==> src/rtl/irq_ctrl.sv <==
// irq_ctrl: machine timer, software and external interrupt sources feeding
// a single-request IDLE/REQ/BUSY handshake toward the CSR file.
module irq_ctrl #(
    parameter int PRESCALE = 1
) (
    input  logic        clk,
    input  logic        reset,
    input  logic [4:0]  bus_addr,
    input  logic [31:0] bus_wdata,
    input  logic        bus_we,
    input  logic        bus_re,
    output logic [31:0] bus_rdata,
    output logic        bus_rvalid,
    input  logic        ext_irq_in,
    input  logic        irq_ack,
    input  logic        irq_done,
    output logic        irq_req,
    output logic [31:0] irq_cause,
    output logic [2:0]  mip_bits
);
    localparam logic [1:0] IDLE = 2'd0;
    localparam logic [1:0] REQ  = 2'd1;
    localparam logic [1:0] BUSY = 2'd2;
    localparam logic [31:0] CAUSE_EXT = 32'h8000_000B;
    localparam logic [31:0] CAUSE_SW  = 32'h8000_0003;
    localparam logic [31:0] CAUSE_TMR = 32'h8000_0007;

    logic [1:0]  state;
    logic [31:0] cause_q;
    logic [2:0]  ext_sync;
    logic        meip;
    logic        msip_q;
    logic        mtip;
    logic [63:0] mtime;
    logic [63:0] mtimecmp;
    logic [31:0] pcnt;
    logic        tick;
    logic        ext_rise;
    logic        wr_tlo, wr_thi, wr_clo, wr_chi, wr_sip;
    logic [31:0] rd_mux;

    assign tick     = pcnt == 32'(PRESCALE - 1);
    assign mtip     = mtime >= mtimecmp;
    // ext_sync[1] is the synchronized level; ext_sync[2] is its previous value
    assign ext_rise = ext_sync[1] & ~ext_sync[2];
    assign wr_tlo   = bus_we && bus_addr == 5'h00;
    assign wr_thi   = bus_we && bus_addr == 5'h04;
    assign wr_clo   = bus_we && bus_addr == 5'h08;
    assign wr_chi   = bus_we && bus_addr == 5'h0C;
    assign wr_sip   = bus_we && bus_addr == 5'h10;

    assign irq_req   = state == REQ;
    assign irq_cause = state == IDLE ? 32'd0 : cause_q;
    assign mip_bits  = {meip, mtip, msip_q};

    always_comb begin
        rd_mux = bus_addr == 5'h00 ? mtime[31:0]
               : bus_addr == 5'h04 ? mtime[63:32]
               : bus_addr == 5'h08 ? mtimecmp[31:0]
               : bus_addr == 5'h0C ? mtimecmp[63:32]
               : bus_addr == 5'h10 ? {31'd0, msip_q}
               : 32'd0;
    end

    always_ff @(posedge clk or posedge reset) begin
        if (reset) begin
            ext_sync <= '0;
            meip     <= 1'b0;
        end else begin
            ext_sync <= {ext_sync[1:0], ext_irq_in};
            // a fresh edge outranks the clear from an external-cause ack
            meip     <= ext_rise ? 1'b1
                      : (state == REQ && irq_ack && cause_q == CAUSE_EXT) ? 1'b0
                      : meip;
        end
    end

    always_ff @(posedge clk or posedge reset) begin
        if (reset) begin
            pcnt     <= '0;
            mtime    <= '0;
            mtimecmp <= '1;
            msip_q   <= 1'b0;
        end else begin
            pcnt <= tick ? 32'd0 : pcnt + 32'd1;
            if (wr_tlo)
                mtime[31:0] <= bus_wdata;
            else if (wr_thi)
                mtime[63:32] <= bus_wdata;
            else if (tick)
                mtime <= mtime + 64'd1;
            if (wr_clo)
                mtimecmp[31:0] <= bus_wdata;
            if (wr_chi)
                mtimecmp[63:32] <= bus_wdata;
            if (wr_sip)
                msip_q <= bus_wdata[0];
        end
    end

    always_ff @(posedge clk or posedge reset) begin
        if (reset) begin
            bus_rdata  <= '0;
            bus_rvalid <= 1'b0;
        end else begin
            bus_rvalid <= bus_re;
            if (bus_re)
                bus_rdata <= rd_mux;
        end
    end

    always_ff @(posedge clk or posedge reset) begin
        if (reset) begin
            state   <= IDLE;
            cause_q <= '0;
        end else begin
            case (state)
                IDLE: if (meip || msip_q || mtip) begin
                    state   <= REQ;
                    cause_q <= meip ? CAUSE_EXT : msip_q ? CAUSE_SW : CAUSE_TMR;
                end
                REQ:  if (irq_ack) state <= BUSY;
                BUSY: if (irq_done) state <= IDLE;
                default: state <= IDLE;
            endcase
        end
    end
endmodule

==> config.mk <==
export PLATFORM = sky130hd
export DESIGN_NAME = irq_ctrl
export DESIGN_NICKNAME = d
export VERILOG_FILES = /design/src/rtl/irq_ctrl.sv
export SDC_FILE = /design/constraint.sdc
export NUM_CORES = 1
export LEC_CHECK = 0
export BUFFER_PORTS_ARGS = -buffer_cell sky130_fd_sc_hd__buf_2
export CORE_UTILIZATION = 45
export CTS_CLUSTER_DIAMETER = 120
export DETAILED_ROUTE_END_ITERATION = 8
export GPL_TIMING_DRIVEN = 0
export PLACE_DENSITY = 0.66
export SYNTH_ARGS = -nofsm -noshare
export SYNTH_HDL_FRONTEND = slang
export SYNTH_SLANG_ARGS = --single-unit
==> constraint.sdc <==
create_clock -name clk -period 5.3 [get_ports clk]
set_clock_uncertainty 0.05 [all_clocks]
set_input_delay 0.265 -clock clk [delete_from_list [all_inputs] [get_ports clk]]
set_output_delay 0.265 -clock clk [all_outputs]
set_load 0.005 [all_outputs]
* Yosys cells after proc, flatten, opt, wreduce, memory -nomap -nowiden
Index checks and enable logic that the tools add are counted.
** Storage, ports and cells
- Latch bits :: 0
- Word-level logic and storage cells :: 67
- RAM bits :: 0
- Output and inout bits :: 69
- Memories kept :: 0
- Register bits :: 232
- Bits of input ports :: 44
- ROM bits :: 0
** Operators by class
- Mux-type cells :: 19
- $mul :: 0
- Shift operators :: 0
- Order comparisons :: 1
- Div/mod/pow operators :: 0
- Reduce and logical (&&, ||, !) cells :: 19
- Eq/ne operators :: 11
- Bitwise logic cells :: 3
- Add/sub/neg operators :: 2
** Operators by type and width (number)
- two-way mux 32 bit :: 9
- adder 64 x 1 -> 64 bit, second input constant :: 1
- >= comparator 64 bit :: 1
- two-way mux 64 bit :: 1
- adder 32 x 1 -> 32 bit, second input constant :: 1
- == test 32 bit, second input constant :: 1
- logical NOT 32 bit :: 1
- == test 5 x 4 -> 1 bit, second input constant :: 2
- logical AND 1 bit :: 7
- two-way mux 2 bit :: 3
- != test 2 bit, second input constant :: 3
- one-hot mux 2 bit (3 select lines) :: 1
- AND reduction 2 bit :: 3
- nonzero test 2 bit :: 3
- == test 5 x 3 -> 1 bit, second input constant :: 1
- == test 5 bit, second input constant :: 1
- logical NOT 5 bit :: 1
- two-way mux 4 bit :: 1
- two-way mux 1 bit :: 3
- two-way mux 3 bit :: 1
- AND reduction 3 bit :: 1
- == test 2 x 1 -> 1 bit, second input constant :: 1
- == test 2 bit, second input constant :: 1
- logical NOT 2 bit :: 1
- other kinds (4) :: 6

* Longest topological paths before layout
Gate-level depths: netlist of run 1.
- Depth in word-level cells :: 6
- Gate-level depth with buffers :: 11
- Depth with buffers taken out :: 9

* Worst setup path after synthesis of run 1
No wires, ideal clock.
- Path kind :: register to register
- Start point :: register mtime[3]
- End point :: register mtime[63]
- Required time :: 5.124 ns
- Path slack :: 2.730 ns
- Stages on the path, launching flop included :: 10
- Setup time :: 0.126 ns
- Clock period less this slack :: 2.570 ns
- Data arrival time :: 2.394 ns
- Cell sequence :: dfrtp_1 > nand3_2 > or3_1 > buf_6 > or3_1 > buf_6 > nor4_4 > nor3b_2 > o21ai_1 > a221o_1
** Between the ends
- Longest elaborated chain between the ends :: 3
** RTL lines
- start: declaration :: RTL line 34 : logic [63:0] mtime;
- start signal: assignment :: RTL line 87 : mtime[31:0] <= bus_wdata;
- start signal: assignment :: RTL line 91 : mtime <= mtime + 64'd1;
- adder 64 x 1 -> 64 bit :: RTL line 91
- two-way mux 64 bit :: RTL line 90 : else if (tick)
- two-way mux 32 bit :: RTL line 88 : else if (wr_thi)
Every way passes these cells. The select of a mux whose other input is x is not followed.
A chain may end at the register's enable or synchronous reset.

* Worst setup path after layout of run 1
- Start point :: register mtime[0]
- End point :: output port mip_bits[1]
** Between the ends
- Longest elaborated chain between the ends :: 1
** RTL lines
- >= comparator 64 bit :: RTL line 43 : assign mtip = mtime >= mtimecmp;
- end: declaration :: RTL line 19 : output logic [2:0] mip_bits
Every way passes these cells.

==> impl_summary.log, run 1 <==
[metrics] largest net degree at the start of global routing: between 40 and 50
[metrics] count of standard-cell rows: slightly below 60
[metrics] dominant combinational cell family by area after synthesis: simple AND/OR/NAND/NOR gates
[metrics] crit end category: primary output
[metrics] Critical Path Start Type: flip-flop
[metrics] cell repeated most along the worst path: sky130_fd_sc_hd__a2111oi_0
[metrics] Pint: around 3.4 mW
[metrics] number of antenna violations at the first check in global routing: 0
[metrics] GR Util All Layers: 26.0%
[metrics] number of violations reported at the end of detailed-routing iteration 0: about 990
[metrics] post-synthesis compound-gate area fraction: about 14%
[metrics] count of input and output buffers: 85
[metrics] Sequential Area: 5160 µm²
[metrics] timing-limited maximum frequency: 246 MHz
[metrics] global route total overflow: 0
[metrics] synthesized area per cell: approximately 9.6 µm²
[metrics] maximum cell stage delay along the critical path: 0.53 ns
[metrics] Seq/Total Area, Yosys: 43.5%
[metrics] cell accounting for the most synthesized area: sky130_fd_sc_hd__dfrtp_1
[metrics] Metal-1 WL: about 15000 µm
[metrics] H-tree depth reported by CTS: 1
[metrics] via count of the first global-routing pass: slightly below 10k
[metrics] detailed-route DRC error count: 0
[metrics] delay-heaviest family, CP: compound AO/OA/AOI/OAI gates
[metrics] unrepaired setup endpoints after global routing: no
[metrics] xor-xnor portion of the synthesized cell area: about 4.6%
[metrics] ant diodes: 0
[metrics] routed len/inst: between 15 and 20 µm
[metrics] initial core utilization: about 46%
[metrics] CTS Buf Count: 24
[metrics] number of flops mapped to enable cells by yosys: 0
[metrics] area grow syn2layout: 17.1%
[metrics] Chip Height: approximately 160 µm
[metrics] gate count after technology mapping: 1236
[metrics] count of final setup violators: 0
[metrics] Critical Path, Cell by Cell: inv_1 -> ha_1 -> nand2b_1 -> a2111oi_0 -> a2111oi_0 -> o2111a_1 -> o31ai_1 -> nand4_1 -> buf_4 -> buf_2
[metrics] total non-filler cell area in the finished layout: around 14000 µm²
[metrics] Post-CTS Resized: 0
[metrics] most common cell after layout, fill and taps aside: sky130_fd_sc_hd__dfrtp_1
[metrics] R2R Path End: mtime[30]$_DFFE_PP0P_
[metrics] transition time at the pin with the least slew margin: 1.44 ns
[metrics] clock tree from TritonCTS: built
[metrics] Slew headroom: 3.27%
[metrics] outcome: finished clean
[metrics] post-synthesis instance area: 11900 µm²
[metrics] highest layer used for signal routing: met4
[metrics] combined area of the multi-input logic cells: a little under 6000 µm²
[metrics] area after detailed placement: about 13000 µm²
[metrics] post-route ant nets: 0
[metrics] distinct cell type count after synthesis: 68
[metrics] Critical Path Fanout Max: 5
[metrics] sum of internal, switching and leakage power: a little over 5 mW
[metrics] cell with the largest stage delay on the worst path: sky130_fd_sc_hd__a2111oi_0
[metrics] period utilisation layout: approximately three quarters
[metrics] warnings from Yosys: 0
[metrics] total vias in the final route: around 10k
[metrics] global placer's final weighted congestion: slightly below 0.9
[metrics] Final Critical Period: just over 4 ns
[metrics] CTS Hold Buffers Added: 26
[metrics] first-pass detailed-route iteration total: 6
[metrics] critical path class: reg2out
[metrics] Maximum Capacitance Violations: 0
[metrics] die footprint: around 27000 µm²
[metrics] Yosys reg bits: 203
[metrics] top flip-flop cell by instance count after synthesis: sky130_fd_sc_hd__dfrtp_1
[metrics] commonest non-fill, non-tap cells in the layout: 139 x sky130_fd_sc_hd__dfrtp_1, 117 x sky130_fd_sc_hd__nor2_1, 101 x sky130_fd_sc_hd__nand2_1
[metrics] aggregate negative setup slack: 0 ns
[metrics] end point of the worst hold path: mtime[23]$_DFFE_PP0P_
[metrics] portion of total power attributed to combinational logic: 24.6%
[metrics] class of the tightest hold or removal check: in2reg
[metrics] global-route wire length before repair: 54200 µm
[metrics] multiplexer fraction of the synthesized cell area: ~6.4%
[metrics] number of post-CTS setup repair buffers: 0
[metrics] synth top area cells: sky130_fd_sc_hd__dfrtp_1 29%, sky130_fd_sc_hd__dfstp_2 14%, sky130_fd_sc_hd__ha_1 7.1%, sky130_fd_sc_hd__mux2_2 6.4%, sky130_fd_sc_hd__a21oi_1 3.7%
[metrics] static leakage: between 6 and 7 nW
[metrics] Post-layout nets: roughly 1.5k
[metrics] number of buffers on the longest clock path: 3
[metrics] Filler Cells Inserted: around 2.3k
[metrics] clock sink count: a little over 200
[metrics] share of layout cells above drive strength 1: 22.2%
[metrics] via density per instance: 5.78
[metrics] depth of the worst register-to-register path: 10
[metrics] clock latency on the worst-skew pair: around 0.53 ns
[metrics] sw power: 1.68 mW
[metrics] total met3 wirelength after detailed routing: 2510 µm
[metrics] area fraction in and, or, nand and nor cells after synthesis: 17.7%
[metrics] area share of the largest cell type after synthesis: just under 30%
[metrics] crit path DAT: between 3 and 4 ns
[metrics] Root Driver: sky130_fd_sc_hd__clkbuf_16
[metrics] count of pins over their slew limit: 0
[metrics] clock transition at the register clock pins on the worst setup and hold paths after CTS: approximately 0.07 ns
[metrics] met2 routed WL: approximately 16000 µm
[metrics] worst ir drop on vdd: between 200 and 250 µV
[metrics] portion of total power attributed to sequential cells: 44.8%
[metrics] proportion of register bits with asynchronous set or reset after synthesis: between 90% and 100%
[metrics] start point of the worst hold path: bus_wdata[23]
[metrics] r2r setup slk: 1.48 ns
[metrics] area inside the core boundary: approximately 26000 µm²
[metrics] post-synthesis share of cell area spent on full adders, half adders and majority gates: under 10%
[metrics] CP required: between 4 and 5 ns
[metrics] placed wire-length estimate: ~25000 µm
[metrics] number of top-level design ports: 113
[metrics] power density relative to cell area: 365 nW/µm²
[metrics] Final Hold Violating Endpoints: 0
[metrics] proportion of power drawn by the clock network: a little under a third
[metrics] WP buf/inv: 3
[metrics] worst reg2reg startpoint: pcnt[0]$_DFF_PP0_
[metrics] detailed-route wire length: 34300 µm
[metrics] switching share of total power: between 30% and 40%
[metrics] die extent in x: about 160 µm
[metrics] depth of the worst hold-timing path: 3
## state kept, by name, summed over array words and instances (netlist names)
signal and cells:
mtimecmp 64, pcnt 32, bus_rdata 32, msip_q 1
state 2, bus_rvalid 1, meip 1, mtime 64
cause_q 3, ext_sync 3
## power groups by stage
stage / Sequential (mW) / Clock (mW) / Combinational, mW
final: 2.27 / 1.55 / 1.25
after global routing: 2.31 / 1.63 / 1.42
after CTS: 2.25 / 1.57 / 1.25
after detailed placement: 2.28 / 0 / 1.21
after global placement: 2.26 / 0 / 1.17
after floorplan: 2.16 / 0 / 0.893
## cell usage after synthesis (all sizes together), types with 10 or more instances
master and instances:
dfrtp 139, buf 48, o21ai 35, and3 16, a222oi 31, a21oi 88, nand4 40, nor3 25
xor2 23, nor4 15, ha 67, nor2 117, xnor2 39, clkbuf 42, nand2 101, a2bb2oi 10
mux2 67, inv 82, a31oi 37, nand3 50, dfstp 64
## worst max-delay path by stage
stage | from | endpoint | slack [ns] | cells past startpoint
6_report | mtime[0]$_DFFE_PP0P_ | mip_bits[1] | 1.23 | 10
5_1_grt | mtime[0]$_DFFE_PP0P_ | mip_bits[1] | 1.11 | 10
2_1_floorplan | reset | bus_rdata[0]$_DFFE_PP0P_ | 2.41 | 1
4_1_cts | mtime[0]$_DFFE_PP0P_ | mip_bits[1] | 1.28 | 10
3_3_place_gp | reset | bus_rdata[15]$_DFFE_PP0P_ | 1.02 | 2
3_5_place_dp | pcnt[0]$_DFF_PP0_ | mtime[30]$_DFFE_PP0P_ | 1.62 | 10
## metrics by stage
stage / worst slack [ns] / hold slack, ns / util (%) / cells
after floorplan: 2.41 / 0.246 / - / 1262
after global placement: 1.02 / 0.312 / 49.4 / 1682
after detailed placement: 1.62 / 0.310 / 49.8 / 1687
after CTS: 1.28 / 0.00156 / 53.5 / 1757
after global routing: 1.11 / 0.00676 / 53.5 / 1757
final: 1.23 / 0.00885 / 53.5 / 1757
## area by class of cell
type / instances / area share [%]
Tap cell: 335 / 3.02
Buffer: 90 / 3.70
Sequential cell: 203 / 37.2
Clock buffer: 39 / 4.96
Multi-Input combinational cell: 887 / 43.0
Inverter: 82 / 2.25
Clock inverter: 5 / 0.198
Timing Repair Buffer: 116 / 5.66
## worst min-delay path, delay by kind of cell
kind                   cells  cell delay [ns]
AOI/OAI and AO/OA          1             0.04
buffers and inverters      1             0.14
and+or+nand+nor            1             0.10
## cells by family after synthesis
| logic type | after synthesis |
|---|---|
| AOI/OAI and AO/OA | 250 |
| xor gates and xnor gates | 62 |
| muxes | 67 |
| DFF | 203 |
| buffers and inverters | 172 |
| and+or+nand+nor | 414 |
| other | 1 |
| adders and majority gates | 67 |
## per-layer routing
layer,track usage [%],vias to the layer above
met5,0,-
li1,-,4744
met1,35.7,4982
met3,4.27,61
met4,8.67,0
met2,41.6,366
Power figures use the tool's default switching activity.
==> run 2: changes to the inputs <==
--- a/config.mk
+++ b/config.mk
@@ -10,7 +10,6 @@
 export CTS_CLUSTER_DIAMETER = 120
 export DETAILED_ROUTE_END_ITERATION = 8
 export GPL_TIMING_DRIVEN = 0
-export PLACE_DENSITY = 0.66
 export SYNTH_ARGS = -nofsm -noshare
 export SYNTH_HDL_FRONTEND = slang
 export SYNTH_SLANG_ARGS = --single-unit
==> constraint.sdc (replaced) <==
create_clock -name clk -period 3.9 [get_ports clk]
set_clock_uncertainty 0.05 [all_clocks]
set_input_delay 0.195 -clock clk [delete_from_list [all_inputs] [get_ports clk]]
set_output_delay 0.195 -clock clk [all_outputs]
set_load 0.005 [all_outputs]
==> run 2 against run 1 <==
Effect of this change: via count is 0.25% lower; critical path type unchanged; sequential share of layout area shrank 0.54 points; die area stayed put; clock-buffer cell count shrank 3; non-clock buffer count up 15; utilization grew 0.79 points; global-route usage grew 0.52 points.
==> impl_summary.log, run 2 (synthesized netlist as in run 1, its figures left out) <==
[metrics] outcome: finished clean (unchanged)
[metrics] Largest regs: mtime (64), mtimecmp (64) (unchanged)
[metrics] post-route ant nets: 0 (unchanged)
[metrics] first-pass detailed-route iteration total: 8 (was 6)
[metrics] count of final setup violators: 0 (unchanged)
[metrics] static leakage: 6.19 nW (was 6.09 nW)
[metrics] global route total overflow: 0 (unchanged)
[metrics] detailed-route wire length: 34700 µm (was 34300 µm)
[metrics] clock latency on the worst-skew pair: 0.53 ns (about the same)
[metrics] die extent in x: 164 µm (unchanged)
[metrics] most common cell after layout, fill and taps aside: sky130_fd_sc_hd__dfrtp_1 (unchanged)
[metrics] Critical Path Fanout Max: 5 (unchanged)
[metrics] count of pins over their slew limit: 0 (unchanged)
[metrics] crit path DAT: 3.38 ns (was 3.75 ns)
[metrics] total vias in the final route: 10.1k (was 10.2k)
[metrics] via count of the first global-routing pass: 9740 (was 9729)
[metrics] worst reg2reg startpoint: pcnt[0]$_DFF_PP0_ (unchanged)
[metrics] CP required: 3.65 ns (was 4.99 ns)
[metrics] global-route wire length before repair: 55300 µm (was 54200 µm)
[metrics] class of the tightest hold or removal check: in2reg (unchanged)
[metrics] Post-layout nets: 1530 (was 1515)
[metrics] Slew headroom: 33.2% (was 3.27%)
[metrics] worst setup path startpoint: mtime[0]$_DFFE_PP0P_ (unchanged)
[metrics] period utilisation layout: 93.0%
[metrics] count of standard-cell rows: 59 (unchanged)
[metrics] number of violations reported at the end of detailed-routing iteration 0: 923 (was 993)
[metrics] via density per instance: 5.72 (was 5.78)
[metrics] CTS Buf Count: 24 (unchanged)
[metrics] unrepaired setup endpoints after global routing: no (unchanged)
[metrics] largest net degree at the start of global routing: 38 (was 42)
[metrics] Final Critical Period: between 3 and 4 ns
[metrics] ant diodes: 0 (unchanged)
[metrics] met3 usage: 3.51% (was 4.27%)
[metrics] Critical Path Start Type: flip-flop (unchanged)
[metrics] transition time at the pin with the least slew margin: 0.990 ns (was 1.44 ns)
[metrics] routed len/inst: 19.6 µm (was 19.5 µm)
[metrics] r2r setup slk: 0.58 ns (was 1.48 ns)
[metrics] Root Driver: sky130_fd_sc_hd__clkbuf_16 (unchanged)
[metrics] fraction of met2 tracks used by global routing: 42.8% (was 41.6%)
[metrics] depth of the worst register-to-register path: 10 (unchanged)
[metrics] Filler Cells Inserted: 2373 (was 2320)
[metrics] number of antenna violations at the first check in global routing: 0 (unchanged)
[metrics] Maximum Capacitance Violations: 0 (unchanged)
[metrics] peak-usage layer in the global routing report: met2 (unchanged)
[metrics] initial core utilization: 45.7% (unchanged)
[metrics] number of buffers on the longest clock path: 3 (unchanged)
[metrics] critical path class: reg2out (unchanged)
[metrics] global placer's final weighted congestion: 0.913 (was 0.884)
[metrics] power density relative to cell area: 494 nW/µm² (was 365 nW/µm²)
[metrics] timing-limited maximum frequency: approximately 280 MHz
[metrics] cell count after placement: 1688 (was 1687)
[metrics] global-route met1 utilization: 37.1% (was 35.7%)
[metrics] capturing instance or port of the critical path: mip_bits[1] (unchanged)
[metrics] clock sink count: 203 (unchanged)
[metrics] clock transition at the register clock pins on the worst setup and hold paths after CTS: 0.06 ns (was 0.07 ns)
[metrics] Final Hold Violating Endpoints: 0 (unchanged)
[metrics] count of input and output buffers: 85 (unchanged)
[metrics] number of top-level design ports: 113 (unchanged)
[metrics] clock tree from TritonCTS: built (unchanged)
[metrics] commonest non-fill, non-tap cells in the layout: 139 x sky130_fd_sc_hd__dfrtp_1, 117 x sky130_fd_sc_hd__nor2_1, 101 x sky130_fd_sc_hd__nand2_1 (unchanged)
[metrics] Chip Height: 164 µm (unchanged)
[metrics] worst ir drop on vdd: 378 µV (was 221 µV)
[metrics] crit end category: primary output (unchanged)
[metrics] worst hold slack after final layout: 0.0127 ns (was 0.00885 ns)
[metrics] GR Util All Layers: 26.5% (was 26.0%)
[metrics] share of layout cells above drive strength 1: 22.8% (was 22.2%)
[metrics] area grow syn2layout: 18.8% (was 17.1%)
[metrics] area inside the core boundary: 25900 µm² (unchanged)
[metrics] placed wire-length estimate: 25400 µm (was 25100 µm)
[metrics] start point of the worst hold path: bus_we (was bus_wdata[23])
[metrics] die footprint: 27000 µm² (unchanged)
[metrics] R2R Path End: mtime[30]$_DFFE_PP0P_ (unchanged)
[metrics] detailed-route DRC error count: 0 (unchanged)
[metrics] number of non-filler instances in the completed layout: 1772 (was 1757)
[metrics] H-tree depth reported by CTS: 1 (unchanged)
==> run 2: changes by cell type in the layout (fill, tap and decap cells not counted) <==
cell,change
sky130_fd_sc_hd__nor3_2,+1
sky130_fd_sc_hd__clkbuf_1,-7
sky130_fd_sc_hd__nor3_1,-1
sky130_fd_sc_hd__clkinv_2,+3
sky130_fd_sc_hd__clkbuf_8,+4
sky130_fd_sc_hd__a2111oi_0,-1
sky130_fd_sc_hd__dlygate4sd3_1,+12
sky130_fd_sc_hd__buf_4,+2
sky130_fd_sc_hd__a2111oi_1,+1
sky130_fd_sc_hd__buf_12,+1
==> run 2: timing repair <==
action,4_1_cts,5_1_grt
gates resized for setup,0,2
hold endpoints to repair,143,0
buffers inserted,2,0
hold buffers,38,0
endpoints found under the setup margin,1,2
pin swaps,1,0
==> run 2: stage by stage <==
step	instance area [µm²]	utilization (%)	TNS (ns)	setup WS [ns]	power [mW]
floorplan	12000	-	0	1.08	4.15
global placement	12800	49.4	-51.79	-0.386	4.68
detailed placement	12900	49.9	0	0.167	4.75
CTS	14100	54.3	0	0.148	7.00
global route	14100	54.3	0	0.0320	7.41
finish	14100	54.3	0	0.271	6.95
==> run 2: worst max-delay path: stages (launching register included) <==
cell and delay (ns):
sky130_fd_sc_hd__dfrtp_1 0.45, sky130_fd_sc_hd__inv_1 0.07, sky130_fd_sc_hd__ha_1 0.28, sky130_fd_sc_hd__nand2b_1 0.18, sky130_fd_sc_hd__a2111oi_1 0.45, sky130_fd_sc_hd__a2111oi_0 0.17
sky130_fd_sc_hd__o2111a_1 0.32, sky130_fd_sc_hd__o31ai_1 0.37, sky130_fd_sc_hd__nand4_1 0.14, sky130_fd_sc_hd__buf_4 0.20, sky130_fd_sc_hd__buf_4 0.12, sky130_fd_sc_hd__buf_2 0.11
==> run 2: report_power, final <==
group	switching [mW]	internal (mW)
clock	0.905	1.27
combinational	0.862	0.843
sequential	0.503	2.57
==> run 2: metal layers <==
layer	wire length (µm)	up-vias	part of all wire (%)
met5	0	-	0
met4	847	0	2.4
met3	2250	57	6.5
met2	15900	369	46
met1	15700	4937	45
li1	-	4765	-
==> run 2: worst min path at each step <==
stage	endpoint	slack (ns)	cells past startpoint
finish	msip_q$_DFFE_PP0P_	0.01	3
global route	msip_q$_DFFE_PP0P_	0.05	3
CTS	msip_q$_DFFE_PP0P_	0.002	3
detailed placement	ext_sync[0]$_DFF_PP0_	0.26	1
global placement	ext_sync[0]$_DFF_PP0_	0.26	1
floorplan	bus_rvalid$_DFF_PP0_	0.18	0
==> run 2: area by class of cell <==
| class | count | area (µm²) | area share (%) |
|---|---|---|---|
| Inverter | 82 | 312 | 2.21 |
| Multi-Input combinational cell | 887 | 5970 | 42.4 |
| Sequential cell | 203 | 5160 | 36.7 |
| Clock inverter | 8 | 42.5 | 0.302 |
| Timing Repair Buffer | 131 | 941 | 6.68 |
| Tap cell | 335 | 419 | 2.98 |
| Buffer | 90 | 513 | 3.64 |
| Clock buffer | 36 | 717 | 5.09 |
==> run 3: changes to the inputs <==
--- a/config.mk
+++ b/config.mk
@@ -10,6 +10,7 @@
 export CTS_CLUSTER_DIAMETER = 120
 export DETAILED_ROUTE_END_ITERATION = 8
 export GPL_TIMING_DRIVEN = 0
+export PLACE_DENSITY = 0.7
 export SYNTH_ARGS = -nofsm -noshare
 export SYNTH_HDL_FRONTEND = slang
 export SYNTH_SLANG_ARGS = --single-unit
==> run 3 against run 2 <==
Effect of this change: the flow now finishes with violations (design-rule violations); utilization grew 0.15 points; total power grew 2.3%; first-iteration DRC count shrank 2.9%; clock power grew 7%; non-clock buffer count shrank 1; sequential power is essentially flat; highest routed layer unchanged; via count grew 0.43%; clock-buffer cell count shrank 3; global-route usage shrank 1.2 points.
==> impl_summary.log, run 3 (synthesized netlist as in run 1, its figures left out) <==
[metrics] outcome: finished, violations left (was finished clean)
[metrics] violations in the final reports: design-rule violations
[metrics] timing-limited maximum frequency: 267 MHz (was 276 MHz)
[metrics] count of standard-cell rows: 59 (unchanged)
[metrics] global route total overflow: 0 (unchanged)
[metrics] area inside the core boundary: 25900 µm² (unchanged)
[metrics] crit path DAT: 3.50 ns (was 3.38 ns)
[metrics] class of the tightest hold or removal check: in2reg (unchanged)
[metrics] Filler Cells Inserted: 2362 (was 2373)
[metrics] CTS Buf Count: 23 (was 24)
[metrics] via count of the first global-routing pass: 9847 (was 9740)
[metrics] placed wire-length estimate: 24500 µm (was 25400 µm)
[metrics] global placer's final weighted congestion: 0.892 (was 0.913)
[metrics] clock transition at the register clock pins on the worst setup and hold paths after CTS: 0.06 ns (about the same)
[metrics] number of top-level design ports: 113 (unchanged)
[metrics] critical path class: reg2out (unchanged)
[metrics] Slew headroom: 22.7% (was 33.2%)
[metrics] r2r setup slk: 0.52 ns (was 0.58 ns)
[metrics] end point of the worst hold path: msip_q$_DFFE_PP0P_ (unchanged)
[metrics] cell count after placement: 1687 (was 1688)
[metrics] sum of internal, switching and leakage power: 7.11 mW (was 6.95 mW)
[metrics] number of antenna violations at the first check in global routing: 0 (unchanged)
[metrics] H-tree depth reported by CTS: 1 (unchanged)
[metrics] via density per instance: 5.75 (was 5.72)
[metrics] Root Driver: sky130_fd_sc_hd__clkbuf_16 (unchanged)
[metrics] depth of the worst register-to-register path: 11 (was 10)
[metrics] Final Critical Period: 3.74 ns (was 3.63 ns)
[metrics] delay-heaviest family, CP: compound AO/OA/AOI/OAI gates (unchanged)
[metrics] Maximum Capacitance Violations: 0 (unchanged)
[metrics] total non-filler cell area in the finished layout: 14100 µm² (about the same)
[metrics] dpl ws: 0.214 ns (was 0.167 ns)
[metrics] Pint: 4.85 mW (was 4.68 mW)
[metrics] initial core utilization: 45.7% (unchanged)
[metrics] cell with the largest stage delay on the worst path: sky130_fd_sc_hd__dfrtp_1 (unchanged)
[metrics] switching share of total power: 31.8% (was 32.7%)
[metrics] depth of the worst hold-timing path: 3 (unchanged)
[metrics] number of buffers on the longest clock path: 3 (unchanged)
[metrics] static leakage: 6.21 nW (was 6.19 nW)
[metrics] number of non-filler instances in the completed layout: 1769 (was 1772)
[metrics] GR Util All Layers: 25.4% (was 26.5%)
[metrics] routed len/inst: 18.9 µm (was 19.6 µm)
[metrics] share of layout cells above drive strength 1: 22.9% (was 22.8%)
[metrics] Critical Path Start Type: flip-flop (unchanged)
[metrics] count of input and output buffers: 85 (unchanged)
[metrics] worst hold slack after final layout: 0.0190 ns (was 0.0127 ns)
[metrics] start point of the worst hold path: bus_we (unchanged)
[metrics] Final Hold Violating Endpoints: 0 (unchanged)
[metrics] portion of total power attributed to combinational logic: 24.1% (was 24.5%)
[metrics] Critical Path Fanout Max: 5 (unchanged)
[metrics] most common cell after layout, fill and taps aside: sky130_fd_sc_hd__dfrtp_1 (unchanged)
[metrics] count of pins over their slew limit: 0 (unchanged)
[metrics] global-route wire length before repair: 53400 µm (was 55300 µm)
[metrics] first-pass detailed-route iteration total: 9 (was 8)
[metrics] commonest non-fill, non-tap cells in the layout: 139 x sky130_fd_sc_hd__dfrtp_1, 117 x sky130_fd_sc_hd__nor2_1, 101 x sky130_fd_sc_hd__nand2_1 (unchanged)
[metrics] Largest regs: mtime (64), mtimecmp (64) (unchanged)
[metrics] worst ir drop on vdd: 315 µV (was 378 µV)
[metrics] portion of total power attributed to sequential cells: 43.2% (was 44.2%)
[metrics] post-route ant nets: 0 (unchanged)
[metrics] die footprint: 27000 µm² (unchanged)
[metrics] R2R Path End: state[0]$_DFFE_PP0P_ (was mtime[30]$_DFFE_PP0P_)
[metrics] clock latency on the worst-skew pair: 0.52 ns (was 0.53 ns)
[metrics] unrepaired setup endpoints after global routing: no (unchanged)
[metrics] ant diodes: 0 (unchanged)
[metrics] Chip Height: 164 µm (unchanged)
[metrics] Critical Path, Cell by Cell: inv_1 -> ha_1 -> nand2b_1 -> a2111oi_0 -> a2111oi_0 -> o2111a_1 -> o31ai_1 -> nand4_1 -> buf_4 -> buf_4 -> buf_2 (was inv_1 -> ha_1 -> nand2b_1 -> a2111oi_1 -> a2111oi_0 -> o2111a_1 -> o31ai_1 -> nand4_1 -> buf_4 -> buf_4 -> buf_2)
[metrics] CP required: 3.65 ns (about the same)
[metrics] clock sink count: 203 (unchanged)
[metrics] number of violations reported at the end of detailed-routing iteration 0: 896 (was 923)
[metrics] WP buf/inv: 4 (unchanged)
[metrics] detailed-route DRC error count: 2 (was 0)
[metrics] crit end category: primary output (unchanged)
[metrics] transition time at the pin with the least slew margin: 1.15 ns (was 0.990 ns)
[metrics] period utilisation layout: 96.0% (was 93.0%)
[metrics] count of final setup violators: 0 (unchanged)
[metrics] proportion of power drawn by the clock network: 32.7% (was 31.2%)
[metrics] path length in cells of the critical path: 11 (unchanged)
[metrics] detailed-route wire length: 33400 µm (was 34700 µm)
[metrics] worst reg2reg startpoint: mtime[0]$_DFFE_PP0P_ (was pcnt[0]$_DFF_PP0_)
[metrics] area after detailed placement: 12900 µm² (about the same)
[metrics] sw power: 2.27 mW (about the same)
[metrics] power density relative to cell area: 504 nW/µm² (was 494 nW/µm²)
[metrics] clock tree from TritonCTS: built (unchanged)
[metrics] largest net degree at the start of global routing: 43 (was 38)
[metrics] total vias in the final route: 10.2k (was 10.1k)
[metrics] area grow syn2layout: 19.1% (was 18.8%)
[metrics] Post-layout nets: 1528 (was 1530)
[metrics] post-route setup slack: 0.157 ns (was 0.271 ns)
[metrics] die extent in x: 164 µm (unchanged)
[metrics] maximum cell stage delay along the critical path: 0.49 ns (was 0.45 ns)
==> run 3: changes by cell type in the layout (fill, tap and decap cells not counted), moves of 2 or more <==
cell,previous run,this run
sky130_fd_sc_hd__clkbuf_8,6,9
sky130_fd_sc_hd__clkbuf_1,47,43
sky130_fd_sc_hd__clkinv_2,7,4
sky130_fd_sc_hd__bufinv_16,0,3
sky130_fd_sc_hd__clkbuf_16,25,23
==> run 3: per-stage QoR <==
stage | setup TNS (ns) | util, %
final | 0 | 54.5
after global routing | 0 | 54.5
after CTS | 0 | 54.4
after detailed placement | 0 | 49.8
after global placement | -38.21 | 49.4
after floorplan | 0 | -
==> run 3: metal layers <==
metal / vias up / routed length, µm / track usage [%] / part of all wire (%)
met2: 356 / 15300 / 40.6 / 46
met5: - / 0 / 0 / 0
met3: 73 / 2300 / 4.14 / 6.9
met1: 4996 / 14700 / 34.6 / 44
li1: 4747 / - / - / -
met4: 0 / 1110 / 9.30 / 3.3
==> run 3: cell type report <==
class	instances	area, µm²	share of cell area [%]
repair buffers	130	921	6.52
plain buffers	90	513	3.63
flip-flops and latches	203	5160	36.5
well taps	335	419	2.97
inverters	82	312	2.21
clock buffers	33	693	4.91
multi-input cells	887	5970	42.3
clock inverters	9	128	0.904
==> run 3: worst max path at each step <==
stage	from	endpoint	slack (ns)
2_1_floorplan	reset	bus_rdata[0]$_DFFE_PP0P_	1.08
3_3_place_gp	reset	bus_rdata[15]$_DFFE_PP0P_	-0.29
3_5_place_dp	pcnt[0]$_DFF_PP0_	mtime[30]$_DFFE_PP0P_	0.21
4_1_cts	mtime[0]$_DFFE_PP0P_	mip_bits[1]	0.05
5_1_grt	mtime[0]$_DFFE_PP0P_	mip_bits[1]	0.08
6_report	mtime[0]$_DFFE_PP0P_	mip_bits[1]	0.16
==> run 3: what timing repair did <==
action,CTS,global route
endpoints found under the hold margin,128,0
hold buffers,38,0
buffers inserted,0,2
setup endpoints to repair,0,2
gates resized for setup,0,1
==> run 3: power groups by stage <==
stage	clock [mW]	combinational, mW	sequential, mW
CTS	2.36	1.70	3.06
global placement	0	1.57	3.07
floorplan	0	1.21	2.93
finish	2.32	1.72	3.07
detailed placement	0	1.65	3.09
global route	2.44	1.97	3.13
==> run 3: worst min-delay path: stages <==
cell and delay, ns:
sky130_fd_sc_hd__buf_2 0.14, sky130_fd_sc_hd__nand3_1 0.08, sky130_fd_sc_hd__mux2_2 0.14
